<file path="src/rtl/mem_arb_pkg.sv">
// rtl/mem_arb_pkg.sv - shared types and constants for the memory read arbiter
//
// Contents:
//   arb_state_t  IDLE -> REQ -> DATA -> IDLE burst state
//   NUM_REQ      number of requesters sharing the read channel
//   REQ_ICACHE   requester index of the I-cache refill FSM
//   REQ_DCACHE   requester index of the D-cache refill FSM
package mem_arb_pkg;

    localparam int NUM_REQ    = 2;
    localparam int REQ_ICACHE = 0;
    localparam int REQ_DCACHE = 1;

    typedef enum logic [1:0] {
        IDLE = 2'd0,
        REQ  = 2'd1,
        DATA = 2'd2
    } arb_state_t;

endpackage

</file>
<file path="src/rtl/mem_arb_rr_pick.sv">
// rtl/mem_arb_rr_pick.sv - combinational two-way round-robin winner select
//
// Ports:
//   eligible  in   NUM_REQ  requesters allowed to win this cycle
//   prio      in   1        requester favoured when both are eligible
//   winner    out  1        index of the winning requester
//   any       out  1        at least one requester is eligible
module mem_arb_rr_pick
    import mem_arb_pkg::*;
(
    input  logic [NUM_REQ-1:0] eligible,
    input  logic               prio,
    output logic               winner,
    output logic               any
);

    always_comb begin
        any = |eligible;
        // With a single contender the priority pointer is irrelevant.
        if (&eligible) begin
            winner = prio;
        end else begin
            winner = eligible[REQ_DCACHE];
        end
    end

endmodule

</file>
<file path="src/rtl/mem_read_arbiter.sv">
// rtl/mem_read_arbiter.sv - shares one AXI read channel between I-cache and D-cache
//
// Build option: MEM_ARB_RAW_FENCE_EN blocks D-cache grants while wr_pending is high.
//
// Ports:
//   clk, rst                      clock, synchronous active-high reset
//   s_arvalid/s_arready           per-requester request, one-cycle accept pulse
//   s_araddr/s_arlen              packed request address and beat count (req0 in low bits)
//   s_rvalid/s_rdata              per-requester beat valid, broadcast data
//   m_arvalid/m_arready           memory read-address handshake
//   m_araddr/m_arlen/m_arid       latched request fields, id = {3'b0, owner}
//   m_rvalid/m_rready/m_rdata     memory read data (always ready)
//   wr_pending                    D-cache has an unacknowledged write in flight
//   err_stray                     sticky flag for a beat received outside DATA
module mem_read_arbiter
    import mem_arb_pkg::*;
#(
    parameter int AW = 26,
    parameter int DW = 32,
    parameter int LW = 4
) (
    input  logic                  clk,
    input  logic                  rst,
    input  logic [NUM_REQ-1:0]    s_arvalid,
    output logic [NUM_REQ-1:0]    s_arready,
    input  logic [NUM_REQ*AW-1:0] s_araddr,
    input  logic [NUM_REQ*LW-1:0] s_arlen,
    output logic [NUM_REQ-1:0]    s_rvalid,
    output logic [DW-1:0]         s_rdata,
    output logic                  m_arvalid,
    input  logic                  m_arready,
    output logic [AW-1:0]         m_araddr,
    output logic [LW-1:0]         m_arlen,
    output logic [3:0]            m_arid,
    input  logic                  m_rvalid,
    output logic                  m_rready,
    input  logic [DW-1:0]         m_rdata,
    input  logic                  wr_pending,
    output logic                  err_stray
);

    arb_state_t         state;
    logic               prio;
    logic               owner;
    logic [LW-1:0]      beat_cnt;
    logic [AW-1:0]      addr_q;
    logic [LW-1:0]      len_q;

    logic [NUM_REQ-1:0] eligible;
    logic               winner;
    logic               any;
    logic               grant;
    logic               last_beat;

    always_comb begin
        eligible = s_arvalid;
`ifdef MEM_ARB_RAW_FENCE_EN
        // Keep D-cache refills behind its own outstanding write; I-cache is never fenced.
        if (wr_pending) begin
            eligible[REQ_DCACHE] = 1'b0;
        end
`else
        // wr_pending has no effect without the fence.
        eligible[REQ_DCACHE] = s_arvalid[REQ_DCACHE] | (wr_pending & 1'b0);
`endif
        eligible[REQ_ICACHE] = s_arvalid[REQ_ICACHE];
    end

    mem_arb_rr_pick u_pick (
        .eligible (eligible),
        .prio     (prio),
        .winner   (winner),
        .any      (any)
    );

    // A grant made during reset would never be latched, so suppress the accept pulse.
    assign grant = (state == IDLE) && any && !rst;

    // len_q - 1 wraps, so len 0 finishes at beat_cnt 15 (a full 2^LW burst).
    assign last_beat = (state == DATA) && m_rvalid && (beat_cnt == len_q - LW'(1));

    always_comb begin
        s_arready = '0;
        if (grant) begin
            s_arready[winner] = 1'b1;
        end
        s_rvalid = '0;
        if ((state == DATA) && !rst) begin
            s_rvalid[owner] = m_rvalid;
        end
    end

    assign s_rdata   = m_rdata;
    assign m_rready  = 1'b1;
    assign m_arvalid = (state == REQ);
    assign m_araddr  = addr_q;
    assign m_arlen   = len_q;
    assign m_arid    = {3'b000, owner};

    always_ff @(posedge clk) begin
        if (rst) begin
            state     <= IDLE;
            prio      <= 1'b0;
            owner     <= 1'b0;
            beat_cnt  <= '0;
            addr_q    <= '0;
            len_q     <= '0;
            err_stray <= 1'b0;
        end else begin
            case (state)
                IDLE: begin
                    if (m_rvalid) begin
                        err_stray <= 1'b1;
                    end
                    if (any) begin
                        owner  <= winner;
                        addr_q <= winner ? s_araddr[2*AW-1:AW] : s_araddr[AW-1:0];
                        len_q  <= winner ? s_arlen[2*LW-1:LW]  : s_arlen[LW-1:0];
                        state  <= REQ;
                    end
                end
                REQ: begin
                    if (m_rvalid) begin
                        err_stray <= 1'b1;
                    end
                    if (m_arready) begin
                        state    <= DATA;
                        beat_cnt <= '0;
                    end
                end
                DATA: begin
                    if (m_rvalid) begin
                        beat_cnt <= beat_cnt + LW'(1);
                    end
                    if (last_beat) begin
                        state <= IDLE;
                        prio  <= ~owner;
                    end
                end
                default: begin
                    state <= IDLE;
                end
            endcase
        end
    end

endmodule

</file>
<file path="config.mk">
export PLATFORM = sky130hd
export DESIGN_NAME = mem_read_arbiter
export DESIGN_NICKNAME = d
export VERILOG_FILES = /design/src/rtl/mem_arb_pkg.sv /design/src/rtl/mem_arb_rr_pick.sv /design/src/rtl/mem_read_arbiter.sv
export SDC_FILE = /design/constraint.sdc
export NUM_CORES = 1
export LEC_CHECK = 0
export CAP_MARGIN = 10
export CORE_MARGIN = 5
export CORE_UTILIZATION = 60
export CTS_CLUSTER_DIAMETER = 40
export DETAILED_ROUTE_END_ITERATION = 7
export DONT_BUFFER_PORTS = 1
export PLACE_DENSITY = 0.76
export SKIP_CTS_REPAIR_TIMING = 1
export SLEW_MARGIN = 20
export SYNTH_ARGS = -nofsm -noshare
export SYNTH_HDL_FRONTEND = slang
export SYNTH_SLANG_ARGS = --single-unit
</file>
<file path="constraint.sdc">
create_clock -name clk -period 2.2 [get_ports clk]
set_clock_uncertainty 0.05 [all_clocks]
set_input_delay 0.44 -clock clk [delete_from_list [all_inputs] [get_ports clk]]
set_output_delay 0.44 -clock clk [all_outputs]
set_load 0.05 [all_outputs]
</file>
==> results of run 1 <==
final timing paths:
kind / from / end / slack (ns) / cells past startpoint
worst max-delay path: state[0]$_SDFFE_PP0P_ / s_arready[0] / 0.16 / 3
worst min-delay path: rst / m_araddr[4]$_SDFFE_PP0P_ / 0.17 / 1
worst max register to register: m_arlen[1]$_SDFFE_PP0P_ / prio$_SDFFE_PP0P_ / 0.50 / 6
worst min register to register: owner$_SDFFE_PP0P_ / owner$_SDFFE_PP0P_ / 0.50 / 2
logic make-up (layout without fill, tap and decap cells):
logic type	Yosys count	count (layout)	share of synthesized area
xor+xnor	8	8	0.0303
fa+ha+maj	2	2	0.0108
compound gates	39	39	0.184
other cells	2	4	0.00325
buf+inv	57	24	0.169
mux	31	31	0.135
simple gates	62	62	0.129
flops	39	39	0.338
power by group through the flow:
stage          sequential [mW]  clock (mW)  combinational, mW
2_1_floorplan             1.09           0              0.514
3_3_place_gp              1.07           0              0.399
3_5_place_dp              1.08           0              0.419
4_1_cts                   1.06       0.440              0.419
5_1_grt                   1.07       0.468              0.453
6_report                  1.06       0.418              0.413
flip-flops by register name (all words and copies together) (netlist names):
signal / cells
prio: 1
m_araddr: 26
state: 2
owner: 1
m_arlen: 4
beat_cnt: 4
err_stray: 1
synthesized netlist by cell type, types with 3 or more instances:
library cell  count  area share
a211oi_1          3      0.0098
a211oi_2         27        0.15
a21oi_1           5       0.011
buf_2             6       0.013
buf_4            39        0.13
buf_6             3       0.015
clkbuf_1          4      0.0065
dfxtp_1          39        0.34
inv_1             3      0.0049
mux2i_1          30        0.13
nand2_1           5      0.0081
nor2_1           37       0.060
nor3_1            5       0.011
xnor2_1           4       0.015
xor2_1            4       0.015
per-stage QoR:
stage           util  power, mW
6_report       0.596       1.89
5_1_grt        0.596       1.99
4_1_cts        0.596       1.92
3_5_place_dp   0.577       1.49
3_3_place_gp   0.577       1.47
2_1_floorplan      -       1.60
worst register-to-register path, cell delays in order, from the launching register on:
cell and delay, ns:
dfxtp_1 0.36, inv_1 0.06, ha_1 0.29, xor2_1 0.17, nand3_1 0.10, nor3_2 0.22
mux2_2 0.35
metal layers:
metal	up-vias	track usage	share of wire
li1	722	-	-
met1	694	0.167	0.35
met2	84	0.289	0.49
met3	17	0.0914	0.13
met4	0	0.0877	0.024
met5	-	0	0
cell type report:
| class | count | area, µm² |
|---|---|---|
| inverters | 4 | 15.0 |
| fillers | 326 | 1490 |
| well taps | 48 | 60.1 |
| clock buffers | 6 | 72.6 |
| repair buffers | 14 | 105 |
| multi-input cells | 146 | 1170 |
| flip-flops and latches | 39 | 781 |
==> flow_summary.ini, run 1 <==
[clock_network]
cts.sinks = 39
cts_root_buf = clkbuf_8
cts_buffer_depth = 2
clock_latency_ns = 0.28
htree_num_levels = 2
cts_tree = done
cts_buffers = 5
cts.clk_slew.worst_paths_ns = 0.07

[worst_setup_path]
critPathMaxFanout = 11
critPathRequiredTime_ns = 1.71
cp-start-kind = register
cp_slowest_cell = or3_1
arrival_ns = 1.55
crit_buf_inv = 1
path_delay_family = simple AND/OR/NAND/NOR gates
end_kind = output port
worstPathCellList = or3_1 > nor3b_2 > buf_4
path_class = reg2out
slowest_delay_ns = 0.47

[yosys]
yosysWarnings = 0
netlist_area_mm2 = 0.00231
ys_seq_elements = 39
seq_area_frac_synth = 0.338
synth-edff-count = 0
syn_avg_cell_area_um2 = 9.62
async_reset_ff_frac = 0
netlist_instances = 240
synth-main-ff-cell = dfxtp_1
synthDistinctLibCells = 34

[routing]
postRouteWirelength_um = 4480
drcViolationCount = 0
detail_route.vias_per_cell = 5.90
num_vias = 1517
drt_first_pass_iters = 4
drt_iter0_drc = 43
routedWlPerCell_um = 17.4
antenna_left = 0

[timing]
timing.final.crit_period_ns = 2.04
setup_violations = 0
rsz0062_at_grt = false
fmax_mhz = 490
finalCritPeriodShare = 0.929
setup_ws_ns = 0.157
fin_setup_tns_ns = 0
tightest_slew_ns = 0.535
hold_ws_ns = 0.172
hold_violations = 0
maxSlewHeadroom = 0.643
maxSlewViolCount = 0

[worst_hold_path]
hp-class = in2reg

[placed_design]
dpl.hpwl_um = 3460
dp.cells = 251
gp_congestion = 0.787
pre_cts_ws_ns = 0.448
place_area_mm2 = 0.00213
portBuffers = 0

[finish]
layout_commonest_cell = dfxtp_1
design_area_mm2 = 0.00220
most-common-layout-cells = dfxtp_1, nor2_1, mux2i_1
antenna-diode-count = 0
nNetsFinal = 311
fin_cells = 257
layout-drive-gt1-share = 0.263
syn2layout_area_growth_pct = -4.77

[grt]
grt_pass1_wl_um = 7040
antenna_found_initial = 0
grt_usage = 0.170
grt_pass1_vias = 1548
grt_max_degree = 45
grt_overflow = 0

[pwr]
p_int_mw = 1.16
power_density_mw_per_mm2 = 859
p_leak_nw = 0.949
clock_power_share = 0.221
combPwrFrac = 0.219
netSwitchingFraction = 0.388
vdd_ir_drop_max_mv = 0.396
netSwitchingPower_mw = 0.734
seq_power_share = 0.560

[floorplan]
dieArea_mm2 = 0.00519
die_w_um = 72.0
core_region_area_mm2 = 0.00369
pin_count = 172
start_util = 0.626
num_rows = 22
die_h_um = 72.0

[outcome]
status = finished clean

[run]
cap_violations = 0
Note: power is estimated with default switching activity, not from simulation.
==> run 2, diff against run 1 <==
--- a/config.mk
+++ b/config.mk
@@ -9,6 +9,7 @@
 export CORE_MARGIN = 5
 export CORE_UTILIZATION = 60
 export CTS_CLUSTER_DIAMETER = 40
+export CTS_CLUSTER_SIZE = 8
 export DETAILED_ROUTE_END_ITERATION = 7
 export DONT_BUFFER_PORTS = 1
 export PLACE_DENSITY = 0.76
==> results of run 2 <==
The final DEF is identical to that of run 1; final timing and power are the same.
==> run 3, diff against run 2 <==
--- a/config.mk
+++ b/config.mk
@@ -5,7 +5,7 @@
 export SDC_FILE = /design/constraint.sdc
 export NUM_CORES = 1
 export LEC_CHECK = 0
-export CAP_MARGIN = 10
+export ABC_CLOCK_PERIOD_IN_PS = 2200
 export CORE_MARGIN = 5
 export CORE_UTILIZATION = 60
 export CTS_CLUSTER_DIAMETER = 40
==> results of run 3 <==
The final DEF is identical to that of run 1; final timing and power are the same.
